`src/rtl/vslc_pkg.sv`:
```
// Shared definitions for the VSLC nibble stack core and its program loader.
package vslc_pkg;

  typedef enum logic [2:0] {
    ST_IDLE,
    ST_HDR,
    ST_LEN,
    ST_DATA,
    ST_CSUM,
    ST_FILL,
    ST_DONE,
    ST_ERR
  } loader_state_e;

  localparam logic [3:0] OP_NOP        = 4'hF;
  localparam logic [7:0] MAGIC_DEFAULT = 8'hA5;
  localparam logic [3:0] NOP_DEFAULT   = OP_NOP;

endpackage

```
`src/rtl/vslc_sync_edge.sv`:
```
// Multi-flop synchronizer for one asynchronous input, with rise/fall detection
// on the synchronized value.
module vslc_sync_edge #(
  parameter int unsigned STAGES  = 2,
  parameter logic        RST_VAL = 1'b0
) (
  input  logic clk,
  input  logic rst_n,
  input  logic d_i,
  output logic q_o,
  output logic rise_o,
  output logic fall_o
);

  logic [STAGES-1:0] sync_q;
  logic              prev_q;

  // NOTE: flops use non-blocking assignments so every stage samples the
  // previous stage's old value; blocking here would collapse the chain.
  always_ff @(posedge clk or negedge rst_n) begin
    if (!rst_n) begin
      sync_q <= {STAGES{RST_VAL}};
      prev_q <= RST_VAL;
    end else begin
      sync_q <= {sync_q[STAGES-2:0], d_i};
      prev_q <= sync_q[STAGES-1];
    end
  end

  assign q_o    = sync_q[STAGES-1];
  assign rise_o = q_o & ~prev_q;
  assign fall_o = ~q_o & prev_q;

endmodule

```
`src/rtl/vslc_prog_loader.sv`:
```
// Serial program loader: deframes MAGIC/LEN/data/CSUM from a mode-0 link,
// writes opcode nibbles into code memory, pads with NOP and gates the core.
module vslc_prog_loader
  import vslc_pkg::*;
#(
  parameter int unsigned SYNC_STAGES = 2,
  parameter logic [7:0]  MAGIC       = MAGIC_DEFAULT,
  parameter logic [3:0]  NOP_CODE    = NOP_DEFAULT,
  parameter int unsigned ADDR_W      = 8
) (
  input  logic              clk,
  input  logic              rst_n,
  input  logic              spi_cs_n,
  input  logic              spi_sck,
  input  logic              spi_mosi,
  output logic              prog_we,
  output logic [ADDR_W-1:0] prog_addr,
  output logic [3:0]        prog_data,
  output logic              core_hold,
  output logic              prog_done,
  output logic              prog_err
);

  localparam logic [ADDR_W:0] NIB_FULL = {1'b1, {ADDR_W{1'b0}}};

  // NOTE: reset asserts asynchronously but releases on a clock edge, so no
  // flop sees the deassertion inside its recovery window.
  logic [1:0] rst_sync_q;
  logic       rst_int_n;

  always_ff @(posedge clk or negedge rst_n) begin
    if (!rst_n) rst_sync_q <= 2'b00;
    else        rst_sync_q <= {rst_sync_q[0], 1'b1};
  end
  assign rst_int_n = rst_sync_q[1];

  logic cs_s, cs_rise, cs_fall;
  logic sck_s_unused, sck_rise, sck_fall_unused;
  logic mosi_s, mosi_rise_unused, mosi_fall_unused;

  vslc_sync_edge #(.STAGES(SYNC_STAGES), .RST_VAL(1'b1)) u_sync_cs (
    .clk(clk), .rst_n(rst_int_n), .d_i(spi_cs_n),
    .q_o(cs_s), .rise_o(cs_rise), .fall_o(cs_fall)
  );
  vslc_sync_edge #(.STAGES(SYNC_STAGES), .RST_VAL(1'b0)) u_sync_sck (
    .clk(clk), .rst_n(rst_int_n), .d_i(spi_sck),
    .q_o(sck_s_unused), .rise_o(sck_rise), .fall_o(sck_fall_unused)
  );
  vslc_sync_edge #(.STAGES(SYNC_STAGES), .RST_VAL(1'b0)) u_sync_mosi (
    .clk(clk), .rst_n(rst_int_n), .d_i(spi_mosi),
    .q_o(mosi_s), .rise_o(mosi_rise_unused), .fall_o(mosi_fall_unused)
  );

  loader_state_e     state_q;
  logic [6:0]        shift_q;
  logic [2:0]        bit_cnt_q;
  logic [7:0]        sum_q;
  logic [ADDR_W-1:0] addr_q;
  logic [ADDR_W:0]   nib_cnt_q;
  logic [ADDR_W:0]   nib_len_q;
  logic              we_q;
  logic [3:0]        data_q;
  logic              hold_q, done_q, err_q;

  logic              in_frame, bit_ev, byte_ev, nib_ev;
  logic [7:0]        byte_w;
  logic [ADDR_W-1:0] fill_addr;

  // byte_w[3:0] is also the completed high nibble when bit_cnt_q == 3.
  assign byte_w    = {shift_q, mosi_s};
  assign in_frame  = state_q inside {ST_HDR, ST_LEN, ST_DATA, ST_CSUM};
  assign bit_ev    = sck_rise && !cs_s && in_frame;
  assign byte_ev   = bit_ev && (bit_cnt_q == 3'd7);
  assign nib_ev    = bit_ev && (bit_cnt_q[1:0] == 2'd3);
  // The address counter lags a strobe by one clk; this is the next free slot.
  assign fill_addr = addr_q + ADDR_W'(we_q);

  always_ff @(posedge clk or negedge rst_int_n) begin
    if (!rst_int_n) begin
      state_q   <= ST_IDLE;
      shift_q   <= '0;
      bit_cnt_q <= '0;
      sum_q     <= '0;
      addr_q    <= '0;
      nib_cnt_q <= '0;
      nib_len_q <= '0;
      we_q      <= 1'b0;
      data_q    <= '0;
      hold_q    <= 1'b1;
      done_q    <= 1'b0;
      err_q     <= 1'b0;
    end else begin
      we_q <= 1'b0;
      if (we_q) addr_q <= addr_q + ADDR_W'(1);

      if (cs_fall) begin
        state_q   <= ST_HDR;
        bit_cnt_q <= '0;
        sum_q     <= '0;
        nib_cnt_q <= '0;
        addr_q    <= '0;
        hold_q    <= 1'b1;
        done_q    <= 1'b0;
        err_q     <= 1'b0;
      end else if (cs_rise && in_frame) begin
        state_q <= ST_ERR;
        err_q   <= 1'b1;
      end else begin
        if (bit_ev) begin
          shift_q   <= byte_w[6:0];
          bit_cnt_q <= bit_cnt_q + 3'd1;
        end

        unique case (state_q)
          ST_HDR: begin
            if (byte_ev) begin
              if (byte_w == MAGIC) begin
                state_q <= ST_LEN;
              end else begin
                state_q <= ST_ERR;
                err_q   <= 1'b1;
              end
            end
          end
          ST_LEN: begin
            if (byte_ev) begin
              nib_len_q <= (byte_w == 8'd0) ? NIB_FULL : (ADDR_W+1)'(byte_w);
              state_q   <= ST_DATA;
            end
          end
          ST_DATA: begin
            // An odd-length program leaves the final low nibble unwritten.
            if (nib_ev && (nib_cnt_q < nib_len_q)) begin
              we_q      <= 1'b1;
              data_q    <= byte_w[3:0];
              nib_cnt_q <= nib_cnt_q + (ADDR_W+1)'(1);
            end
            if (byte_ev) begin
              sum_q <= sum_q + byte_w;
              if (nib_cnt_q >= nib_len_q - (ADDR_W+1)'(1)) state_q <= ST_CSUM;
            end
          end
          ST_CSUM: begin
            if (byte_ev) begin
              if (8'(sum_q + byte_w) == 8'd0) begin
                state_q <= nib_len_q[ADDR_W] ? ST_DONE : ST_FILL;
              end else begin
                state_q <= ST_ERR;
                err_q   <= 1'b1;
              end
            end
          end
          ST_FILL: begin
            we_q   <= 1'b1;
            data_q <= NOP_CODE;
            if (fill_addr == '1) state_q <= ST_DONE;
          end
          ST_DONE: begin
            hold_q <= 1'b0;
            done_q <= 1'b1;
          end
          default: ;
        endcase
      end
    end
  end

  assign prog_we   = we_q;
  assign prog_addr = addr_q;
  assign prog_data = data_q;
  assign core_hold = hold_q;
  assign prog_done = done_q;
  assign prog_err  = err_q;

endmodule

```
`config.mk`:
```
export PLATFORM = sky130hd
export DESIGN_NAME = vslc_prog_loader
export DESIGN_NICKNAME = d
export VERILOG_FILES = /design/src/rtl/vslc_pkg.sv /design/src/rtl/vslc_sync_edge.sv /design/src/rtl/vslc_prog_loader.sv
export SDC_FILE = /design/constraint.sdc
export NUM_CORES = 1
export LEC_CHECK = 0
export BUFFER_PORTS_ARGS = -buffer_cell sky130_fd_sc_hd__buf_4
export CAP_MARGIN = 20
export CORE_MARGIN = 4
export CORE_UTILIZATION = 65
export DETAILED_ROUTE_END_ITERATION = 12
export GPL_ROUTABILITY_DRIVEN = 0
export MAX_ROUTING_LAYER = met4
export PLACE_DENSITY = 0.95
export SETUP_SLACK_MARGIN = 0.5
export SKIP_CTS_REPAIR_TIMING = 1
export SLEW_MARGIN = 5
export SYNTH_ARGS = -nofsm -noshare
export SYNTH_HDL_FRONTEND = slang
export SYNTH_SLANG_ARGS = --single-unit
```
`constraint.sdc`:
```
create_clock -name clk -period 3.11 [get_ports clk]
set_input_delay 0.311 -clock clk [delete_from_list [all_inputs] [get_ports clk]]
set_output_delay 0.311 -clock clk [all_outputs]
set_load 0.01 [all_outputs]
```
==> impl_metrics.py, run 1 <==
metrics = {
    "status": {
        "run_status": "finished clean",
    },
    "drt": {
        "drcViolationCount": 0,
        "route.top_layer_used": "met4",
        "vias": 3321,
        "routed_wl_um": 9310,
        "wl_met3_um": 586,
        "first_pass_iters": 6,
        "routedLengthMet1_um": 3720,
        "routedWlPerCell_um": 18.8,
        "detail_route.iter0.violations": 293,
        "route.met2.wl_um": 4690,
        "final_antenna_net_count": 0,
        "detail_route.vias_per_cell": 6.72,
    },
    "logic_synthesis": {
        "synth_nets": 428,
        "yosys_most_used_dff": "sky130_fd_sc_hd__dfrtp_1",
        "yosysTopAreaCell": "sky130_fd_sc_hd__dfrtp_1",
        "synth_cells": 388,
        "top_cell_type_s_share_of_synthesized_area": 0.397,
        "number_of_enable_flip_flop_cells_after_synthesis": 0,
        "synth.yosys.seq_area_share": 0.425,
        "yosys.cell_types.count": 50,
        "postSynthRegisterBits": 65,
        "async_reset_ff_frac": 1.00,
        "post_syn_area_per_cell_um2": 9.90,
        "synth_area_mm2": 0.00384,
        "netlist_top_cells_count": "sky130_fd_sc_hd__dfrtp_1, sky130_fd_sc_hd__ha_1, sky130_fd_sc_hd__nor2_1",
        "synth-warning-count": 0,
        "synthMostInstantiatedCell": "sky130_fd_sc_hd__dfrtp_1",
        "synth_area_leaders": "sky130_fd_sc_hd__dfrtp_1, sky130_fd_sc_hd__ha_1, sky130_fd_sc_hd__nor2_1, sky130_fd_sc_hd__nand2_1, sky130_fd_sc_hd__o21ai_0",
    },
    "setup_path": {
        "worst-endpoint-required_ns": 3.35,
        "path_cells": "nor4_4 > and4_4 > xnor2_2 > ha_1 > a221oi_2 > nor2_1 > nor4_2 > or3_4 > mux2_4",
        "worst-endpoint-arrival_ns": 3.10,
        "criticalPathCategory": "reg2reg",
        "worst_setup_path_start_kind": "flop",
        "reg2reg_slack_ns": 0.25,
        "critical_path.max_stage_delay_ns": 0.42,
        "type_of_destination_of_the_critical_path": "flop",
        "timing.critical_path.slowest_stage_cell": "sky130_fd_sc_hd__dfrtp_1",
        "worstPathMaxFanout": 3,
    },
    "grt": {
        "grt_antenna_before_repair": 0,
        "grt_first_pass_wirelength_um": 14800,
        "grt-ovfl-total": 0,
        "grt_pass1_vias": 3170,
        "all_layer_global_routing_usage": 0.266,
        "grt_max_degree": 41,
    },
    "job": {
        "maxCapViolCount": 0,
    },
    "power_and_ir_drop": {
        "power_density_mw_per_mm2": 614,
        "peakVddDrop_mv": 0.481,
        "total_leakage_power_nw": 2.12,
    },
    "cells_and_area": {
        "fin_nets": 457,
        "nFillCells": 334,
        "areaGrowthSynthToFinish_pct": 15.5,
        "fin_cells": 494,
        "antenna_cells": 0,
        "post_route_cells_drive_above_1_share": 0.187,
    },
    "timing": {
        "grt_setup_unrepaired": "yes",
        "timing.fmax_ghz": 0.349,
        "fin_skew_ns": 0.0126,
        "slew-limit-headroom": 0.388,
        "final.hold.worst_slack_ns": 0.0624,
        "worst_tran_pin_value_ns": 0.913,
        "finalCriticalPeriod_ns": 2.86,
        "post-route-period-util": 0.920,
        "timing.final.max_slew_violations": 0,
        "finalHoldViolations": 0,
        "finalSetupViolations": 0,
        "setup_tns_ns": 0,
    },
    "die": {
        "die_h_um": 84.9,
        "effective_utilization_at_floorplan": 0.685,
        "top_level_ports": 21,
        "floorplan.die.width_um": 84.9,
        "die-area_mm2": 0.00721,
        "core_area_mm2": 0.00561,
        "row_count": 27,
    },
    "clocking": {
        "cts_num_sinks": 65,
        "cts_buffers": 9,
        "h-tree-depth": 3,
        "ctsLongestPathBuffers": 2,
        "tritoncts": "built",
        "clkLatencyLatePin_ns": 0.36,
        "cts.clk_slew.worst_paths_ns": 0.07,
        "clock-root-buffer": "sky130_fd_sc_hd__clkbuf_8",
    },
    "place": {
        "place.detailed.hpwl_um": 6260,
        "port_buffers": 20,
        "placedCellCount": 474,
    },
    "worst_hold_path": {
        "class_of_the_tightest_hold_or_removal_check": "in2reg",
    },
}
## cells in the final DEF, fill, tap and decap left out, types with 5 or more instances in the layout
master and count:
sky130_fd_sc_hd__xor2_1 10, sky130_fd_sc_hd__mux2_2 8, sky130_fd_sc_hd__xnor2_1 9, sky130_fd_sc_hd__a22o_1 8, sky130_fd_sc_hd__clkbuf_8 13, sky130_fd_sc_hd__o21ai_0 21, sky130_fd_sc_hd__mux2i_1 8, sky130_fd_sc_hd__nor3_1 6
sky130_fd_sc_hd__nand2_1 30, sky130_fd_sc_hd__nand3_1 10, sky130_fd_sc_hd__nand2b_1 11, sky130_fd_sc_hd__ha_1 33, sky130_fd_sc_hd__a21oi_1 16, sky130_fd_sc_hd__dfrtp_1 60, sky130_fd_sc_hd__buf_4 27, sky130_fd_sc_hd__inv_1 17
sky130_fd_sc_hd__a211o_1 5, sky130_fd_sc_hd__nor2_1 32, sky130_fd_sc_hd__nand4_1 9
## critical path: cells and delay by family, from the launching register on
family          cells  cell delay, ns
fa+ha+maj           1            0.36
compound gates      1            0.28
simple gates        5            1.33
mux                 1            0.30
xor+xnor            1            0.07
flops               1            0.42
## area by class of cell
class	instances	area (um2)	share of cell area
multi-input combinational	294	2210	0.499
sequential	65	1630	0.368
timing repair buffer	28	213	0.0479
clock buffer	14	183	0.0412
tap	72	90.1	0.0203
inverter	19	71.3	0.0161
clock inverter	2	35.0	0.00789
## where the power goes
group / internal, mW / leakage [nW] / switching, mW
Combinational: 0.370 / 1.17 / 0.445
Clock: 0.457 / 0.113 / 0.327
Sequential: 0.949 / 0.839 / 0.177
Total: 1.78 / 2.12 / 0.949
## registers in the layout, indices dropped and copies added (netlist names), 2 cells and up
name	cells
nib_len_q	9
prog_data	4
bit_cnt_q	3
u_sync_sck.sync_q	2
u_sync_cs.sync_q	2
u_sync_mosi.sync_q	2
prog_addr	8
sum_q	8
state_q	3
rst_sync_q	2
nib_cnt_q	9
shift_q	7
## path summary, 6_finish.rpt
kind	cells past startpoint	from	end
setup reg to reg	9	nib_len_q[5]	state_q[1]
max in group asynchronous	1	rst_sync_q[1]	u_sync_cs.prev_q
hold reg to reg	0	rst_sync_q[1]	bit_cnt_q[2]
setup / recovery	9	nib_len_q[5]	state_q[1]
hold / removal	1	spi_cs_n	u_sync_cs.sync_q[0]
min in group asynchronous	0	rst_sync_q[1]	bit_cnt_q[2]
## per-stage QoR
step           cell area [um2]  setup slack, ns   util  power [mW]
5_1_grt                   4440            0.203  0.791        2.86
3_3_place_gp              4090            0.403  0.728        1.79
2_1_floorplan             3850            0.533      -        1.62
4_1_cts                   4300            0.182  0.767        2.61
6_report                  4440            0.248  0.791        2.73
3_5_place_dp              4090            0.200  0.728        1.83
## layer usage
metal,up-vias,global-route usage
li1,1484,-
met1,1610,0.310
met2,181,0.430
met3,46,0.0689
met4,0,0.124
met5,-,-
## kinds of logic (layout without fill, tap and decap cells)
kind of cell,after synthesis,count (layout),synth area share
and+or+nand+nor,134,134,0.184
AOI/OAI and AO/OA,87,87,0.153
DFF,65,65,0.425
adders and majority gates,35,35,0.116
buffers and inverters,29,63,0.0293
xor gates and xnor gates,20,20,0.0456
muxes,17,17,0.0472
other,1,1,0.000976
(Power assumes the default switching activity.)
==> inputs of run 2 (changes only) <==
BUFFER_PORTS_ARGS = -buffer_cell sky130_fd_sc_hd__buf_2   (was -buffer_cell sky130_fd_sc_hd__buf_4)
==> run 2 against run 1 <==
  * Register-to-register slack barely moved
  * Clock power fell by 4.7%
  * Via count fell by 0.24%
  * Final cell count rose by 1.8%
  * Largest power group unchanged
==> impl_metrics.py, run 2 (synthesis results as in run 1) <==
metrics = {
    "timing": {
        "worst_tran_pin_value_ns": 0.780,
        "timing.final.max_slew_violations": 0,
        "setup_tns_ns": 0,
        "post-route-period-util": 0.918,
        "finalSetupViolations": 0,
        "grt_setup_unrepaired": "yes",
        "final.hold.worst_slack_ns": 0.0539,
        "timing.fmax_ghz": 0.350,
        "slew-limit-headroom": 0.476,
        "finalCriticalPeriod_ns": 2.86,
        "fin_skew_ns": 0.00848,
        "finalHoldViolations": 0,
    },
    "setup_path": {
        "worstReg2RegEnd": "state_q[1]",
        "worst_path_dominant_cell_family": "simple AND/OR/NAND/NOR gates",
        "path_cells": "nor4_4 > and4_1 > xnor2_1 > ha_1 > a221oi_2 > nor2_1 > nor4_2 > or3_4 > mux2_4",
        "worst_setup_path_start_kind": "flop",
        "worst-endpoint-required_ns": 3.36,
        "r2r.worst_path.cells": 9,
        "timing.critical_path.slowest_stage_cell": "sky130_fd_sc_hd__dfrtp_2",
        "cp_buf_inv_count": 0,
        "reg2reg_from": "nib_len_q[2]",
        "critical_path.max_stage_delay_ns": 0.45,
        "worstPathMaxFanout": 3,
        "worst-endpoint-arrival_ns": 3.10,
        "criticalPathCategory": "reg2reg",
        "type_of_destination_of_the_critical_path": "flop",
        "reg2reg_slack_ns": 0.25,
    },
    "worst_hold_path": {
        "hold_path_depth": 1,
        "class_of_the_tightest_hold_or_removal_check": "in2reg",
        "hold-path-endpoint": "u_sync_sck.sync_q[0]",
        "min-delay-start": "spi_sck",
    },
    "clocking": {
        "clkLatencyLatePin_ns": 0.36,
        "clock-root-buffer": "sky130_fd_sc_hd__clkbuf_8",
        "cts.clk_slew.worst_paths_ns": 0.07,
        "tritoncts": "built",
        "h-tree-depth": 3,
        "cts_num_sinks": 65,
        "ctsLongestPathBuffers": 2,
        "cts_buffers": 9,
    },
    "die": {
        "row_count": 27,
        "top_level_ports": 21,
        "floorplan.die.width_um": 84.9,
        "effective_utilization_at_floorplan": 0.685,
        "core_area_mm2": 0.00561,
        "die-area_mm2": 0.00721,
        "die_h_um": 84.9,
    },
    "status": {
        "run_status": "finished clean",
    },
    "power_and_ir_drop": {
        "peakVddDrop_mv": 0.413,
        "comb_power_share": 0.305,
        "power.clock.fraction": 0.278,
        "seq_power_share": 0.417,
        "total_leakage_power_nw": 2.13,
        "net-switching-power_mw": 0.972,
        "p_int_mw": 1.71,
        "swShare": 0.362,
        "power_density_mw_per_mm2": 605,
        "totalPowerFinal_mw": 2.69,
    },
    "cells_and_area": {
        "antenna_cells": 0,
        "areaGrowthSynthToFinish_pct": 15.6,
        "fin_nets": 466,
        "mostFrequentLayoutCells": "sky130_fd_sc_hd__dfrtp_1, sky130_fd_sc_hd__ha_1, sky130_fd_sc_hd__nor2_1",
        "post_route_cells_drive_above_1_share": 0.195,
        "biggestRegsByFlops": "nib_cnt_q x9, nib_len_q x9",
        "layout.cells.most_common": "sky130_fd_sc_hd__dfrtp_1",
    },
    "place": {
        "port_buffers": 20,
        "place.detailed.hpwl_um": 6260,
    },
    "drt": {
        "first_pass_iters": 6,
        "vias": 3313,
        "detail_route.vias_per_cell": 6.59,
        "drcViolationCount": 0,
        "routed_wl_um": 9470,
        "final_antenna_net_count": 0,
        "detail_route.iter0.violations": 438,
        "routedWlPerCell_um": 18.8,
    },
    "grt": {
        "grt_pass1_vias": 3177,
        "grt_antenna_before_repair": 0,
        "grt_first_pass_wirelength_um": 14600,
        "all_layer_global_routing_usage": 0.261,
        "grt_max_degree": 47,
        "grt-ovfl-total": 0,
    },
    "job": {
        "maxCapViolCount": 0,
    },
}
-- run 2: changes by cell type in the layout (fill, tap and decap cells not counted), sizes merged --
| cell | change |
|---|---|
| buf | +9 |
| clkbuf | -2 |
| clkinv | +1 |
| clkinvlp | +1 |
-- run 2: layout make-up --
type,instances,area [um2]
clock buffer,12,155
clock inverter,4,51.3
fill,347,1160
inverter,19,71.3
multi-input combinational,294,2180
sequential,65,1640
tap,72,90.1
timing repair buffer,37,255
-- run 2: worst reg2reg max path: cells and delay by family, from the launching register on --
| kind | cells | cell delay [ns] |
|---|---|---|
| multiplexers | 1 | 0.29 |
| AO/OA/AOI/OAI | 1 | 0.28 |
| XOR/XNOR | 1 | 0.13 |
| AND/OR/NAND/NOR | 5 | 1.33 |
| adder cells (fa/ha/maj) | 1 | 0.27 |
| flip-flops | 1 | 0.45 |
-- run 2: per-stage QoR --
step | setup WS, ns | area [um2] | instances | utilization
detailed placement | 0.237 | 4060 | 477 | 0.724
global route | 0.135 | 4440 | 503 | 0.792
finish | 0.254 | 4440 | 503 | 0.792
floorplan | 0.533 | 3850 | 388 | -
CTS | 0.236 | 4260 | 493 | 0.760
global placement | 0.383 | 4060 | 477 | 0.724
-- run 2: power by group through the flow --
stage               Combinational [mW]  Clock, mW  Sequential (mW)
floorplan                        0.541          0             1.08
detailed placement               0.685          0             1.13
global placement                 0.641          0             1.12
CTS                              0.698      0.752             1.12
global route                     0.879      0.798             1.14
finish                           0.819      0.747             1.12
-- run 2: worst max path at each step --
stage	from	endpoint	slack (ns)	cells after the start
finish	nib_len_q[2]	state_q[1]	0.25	9
global route	nib_len_q[2]	state_q[1]	0.13	11
CTS	nib_len_q[2]	state_q[1]	0.24	10
detailed placement	nib_len_q[2]	state_q[1]	0.24	10
global placement	nib_len_q[2]	state_q[1]	0.38	10
floorplan	nib_len_q[3]	state_q[1]	0.53	9
-- run 2: routing by layer --
layer  GRT usage  part of all wire  up-vias
li1            -                 -     1494
met1       0.315              0.39     1592
met2       0.413              0.50      190
met3      0.0757             0.081       37
met4       0.105             0.024        0
met5           -                 0        -
==> inputs of run 3 (changes only) <==
BUFFER_PORTS_ARGS = -buffer_cell sky130_fd_sc_hd__clkbuf_2   (was -buffer_cell sky130_fd_sc_hd__buf_2)
CAP_MARGIN = 30   (was 20)
==> run 3 against run 2 <==
  * Design area down 0.42%
  * Die area is the same
  * Non-clock buffer count is 3 lower
  * Sequential cell count stayed put
  * Global-route usage rose by 1.1 points
==> impl_metrics.py, run 3 (synthesis results as in run 1) <==
metrics = {
    "status": {
        "run_status": "finished clean",
    },
    "grt": {
        "grt_max_degree": 31,
        "grt-ovfl-total": 0,
        "grt_pass1_vias": 3209,
        "grt_first_pass_wirelength_um": 15300,
        "all_layer_global_routing_usage": 0.272,
        "grt_antenna_before_repair": 0,
    },
    "setup_path": {
        "worstReg2RegEnd": "state_q[1]",
        "worst_setup_path_start_kind": "flop",
        "r2r.worst_path.cells": 9,
        "reg2reg_slack_ns": 0.37,
        "reg2reg_from": "nib_len_q[2]",
        "critical_path.max_stage_delay_ns": 0.45,
        "worst-endpoint-arrival_ns": 2.97,
        "path_cells": "nor4_4 > and4_1 > xnor2_1 > ha_1 > a221oi_2 > nor2_1 > nor4_4 > or3_4 > mux2_2",
        "worst-endpoint-required_ns": 3.34,
        "timing.critical_path.slowest_stage_cell": "sky130_fd_sc_hd__dfrtp_2",
        "cp_buf_inv_count": 0,
        "worst_setup_path_startpoint": "nib_len_q[2]",
        "worst_path_most_repeated_cell": "sky130_fd_sc_hd__nor4_4",
        "worst_path_dominant_cell_family": "simple AND/OR/NAND/NOR gates",
        "worstPathMaxFanout": 3,
        "type_of_destination_of_the_critical_path": "flop",
        "criticalPathCategory": "reg2reg",
    },
    "drt": {
        "detail_route.vias_per_cell": 6.71,
        "drcViolationCount": 0,
        "final_antenna_net_count": 0,
        "detail_route.iter0.violations": 465,
        "vias": 3357,
        "first_pass_iters": 8,
        "routed_wl_um": 9420,
        "routedWlPerCell_um": 18.8,
    },
    "clocking": {
        "h-tree-depth": 3,
        "cts_buffers": 9,
        "ctsLongestPathBuffers": 2,
        "tritoncts": "built",
        "cts.clk_slew.worst_paths_ns": 0.07,
        "clock-root-buffer": "sky130_fd_sc_hd__clkbuf_8",
        "clkLatencyLatePin_ns": 0.35,
        "cts_num_sinks": 65,
    },
    "worst_hold_path": {
        "class_of_the_tightest_hold_or_removal_check": "in2reg",
        "hold_path_depth": 1,
        "hold-path-endpoint": "u_sync_cs.sync_q[0]",
        "min-delay-start": "spi_cs_n",
    },
    "die": {
        "die-area_mm2": 0.00721,
        "core_area_mm2": 0.00561,
        "effective_utilization_at_floorplan": 0.685,
        "top_level_ports": 21,
        "row_count": 27,
        "die_h_um": 84.9,
        "floorplan.die.width_um": 84.9,
    },
    "power_and_ir_drop": {
        "peakVddDrop_mv": 0.380,
        "power.clock.fraction": 0.295,
        "total_leakage_power_nw": 2.13,
        "net-switching-power_mw": 0.933,
        "comb_power_share": 0.291,
        "seq_power_share": 0.414,
        "p_int_mw": 1.77,
        "power_density_mw_per_mm2": 611,
        "swShare": 0.345,
        "totalPowerFinal_mw": 2.70,
    },
    "timing": {
        "timing.final.max_slew_violations": 0,
        "finalHoldViolations": 0,
        "final.hold.worst_slack_ns": 0.0397,
        "fin_skew_ns": 0.00650,
        "finalCriticalPeriod_ns": 2.74,
        "worst_tran_pin_value_ns": 0.760,
        "setup_tns_ns": 0,
        "finalSetupViolations": 0,
        "post-route-period-util": 0.881,
        "slew-limit-headroom": 0.489,
        "timing.fmax_ghz": 0.365,
        "grt_setup_unrepaired": "yes",
    },
    "cells_and_area": {
        "mostFrequentLayoutCells": "sky130_fd_sc_hd__dfrtp_1, sky130_fd_sc_hd__ha_1, sky130_fd_sc_hd__nor2_1",
        "biggestRegsByFlops": "nib_cnt_q x9, nib_len_q x9",
        "post_route_cells_drive_above_1_share": 0.194,
        "layout.cells.most_common": "sky130_fd_sc_hd__dfrtp_1",
        "antenna_cells": 0,
        "fin_nets": 463,
        "areaGrowthSynthToFinish_pct": 15.1,
    },
    "place": {
        "place.detailed.hpwl_um": 6410,
        "port_buffers": 20,
    },
    "job": {
        "maxCapViolCount": 0,
    },
}
[run 3: power groups by stage]
stage                     sequential, mW  clock (mW)  combinational (mW)
after global routing                1.14       0.844               0.863
after floorplan                     1.08           0               0.541
after CTS                           1.11       0.800               0.710
after global placement              1.12           0               0.656
final                               1.12       0.798               0.787
after detailed placement            1.13           0               0.694
[run 3: metal layers]
layer / global-route usage / share of wire
met5: - / 0
met4: 0.108 / 0.032
met3: 0.0388 / 0.066
met2: 0.456 / 0.51
met1: 0.333 / 0.40
[run 3: area by class of cell]
| type | instances | area [um2] |
|---|---|---|
| sequential | 65 | 1640 |
| fill | 349 | 1180 |
| timing repair buffer | 34 | 208 |
| clock buffer | 11 | 141 |
| tap | 72 | 90.1 |
| clock inverter | 5 | 78.8 |
| multi-input combinational | 294 | 2200 |
| inverter | 19 | 71.3 |
[run 3: worst max-delay path by stage]
stage,end,slack [ns],cells past startpoint
after detailed placement,state_q[1],0.25,10
after floorplan,state_q[1],0.53,9
final,state_q[1],0.37,9
after global placement,state_q[1],0.38,10
after CTS,prog_err,0.19,8
after global routing,state_q[2],0.19,9
[run 3: through the flow]
stage          cell area [um2]  cells   util  setup slack (ns)
6_report                  4420    500  0.789             0.370
5_1_grt                   4420    500  0.789             0.191
4_1_cts                   4290    494  0.764             0.186
3_5_place_dp              4070    478  0.725             0.245
3_3_place_gp              4070    478  0.725             0.376
2_1_floorplan             3850    388      -             0.533
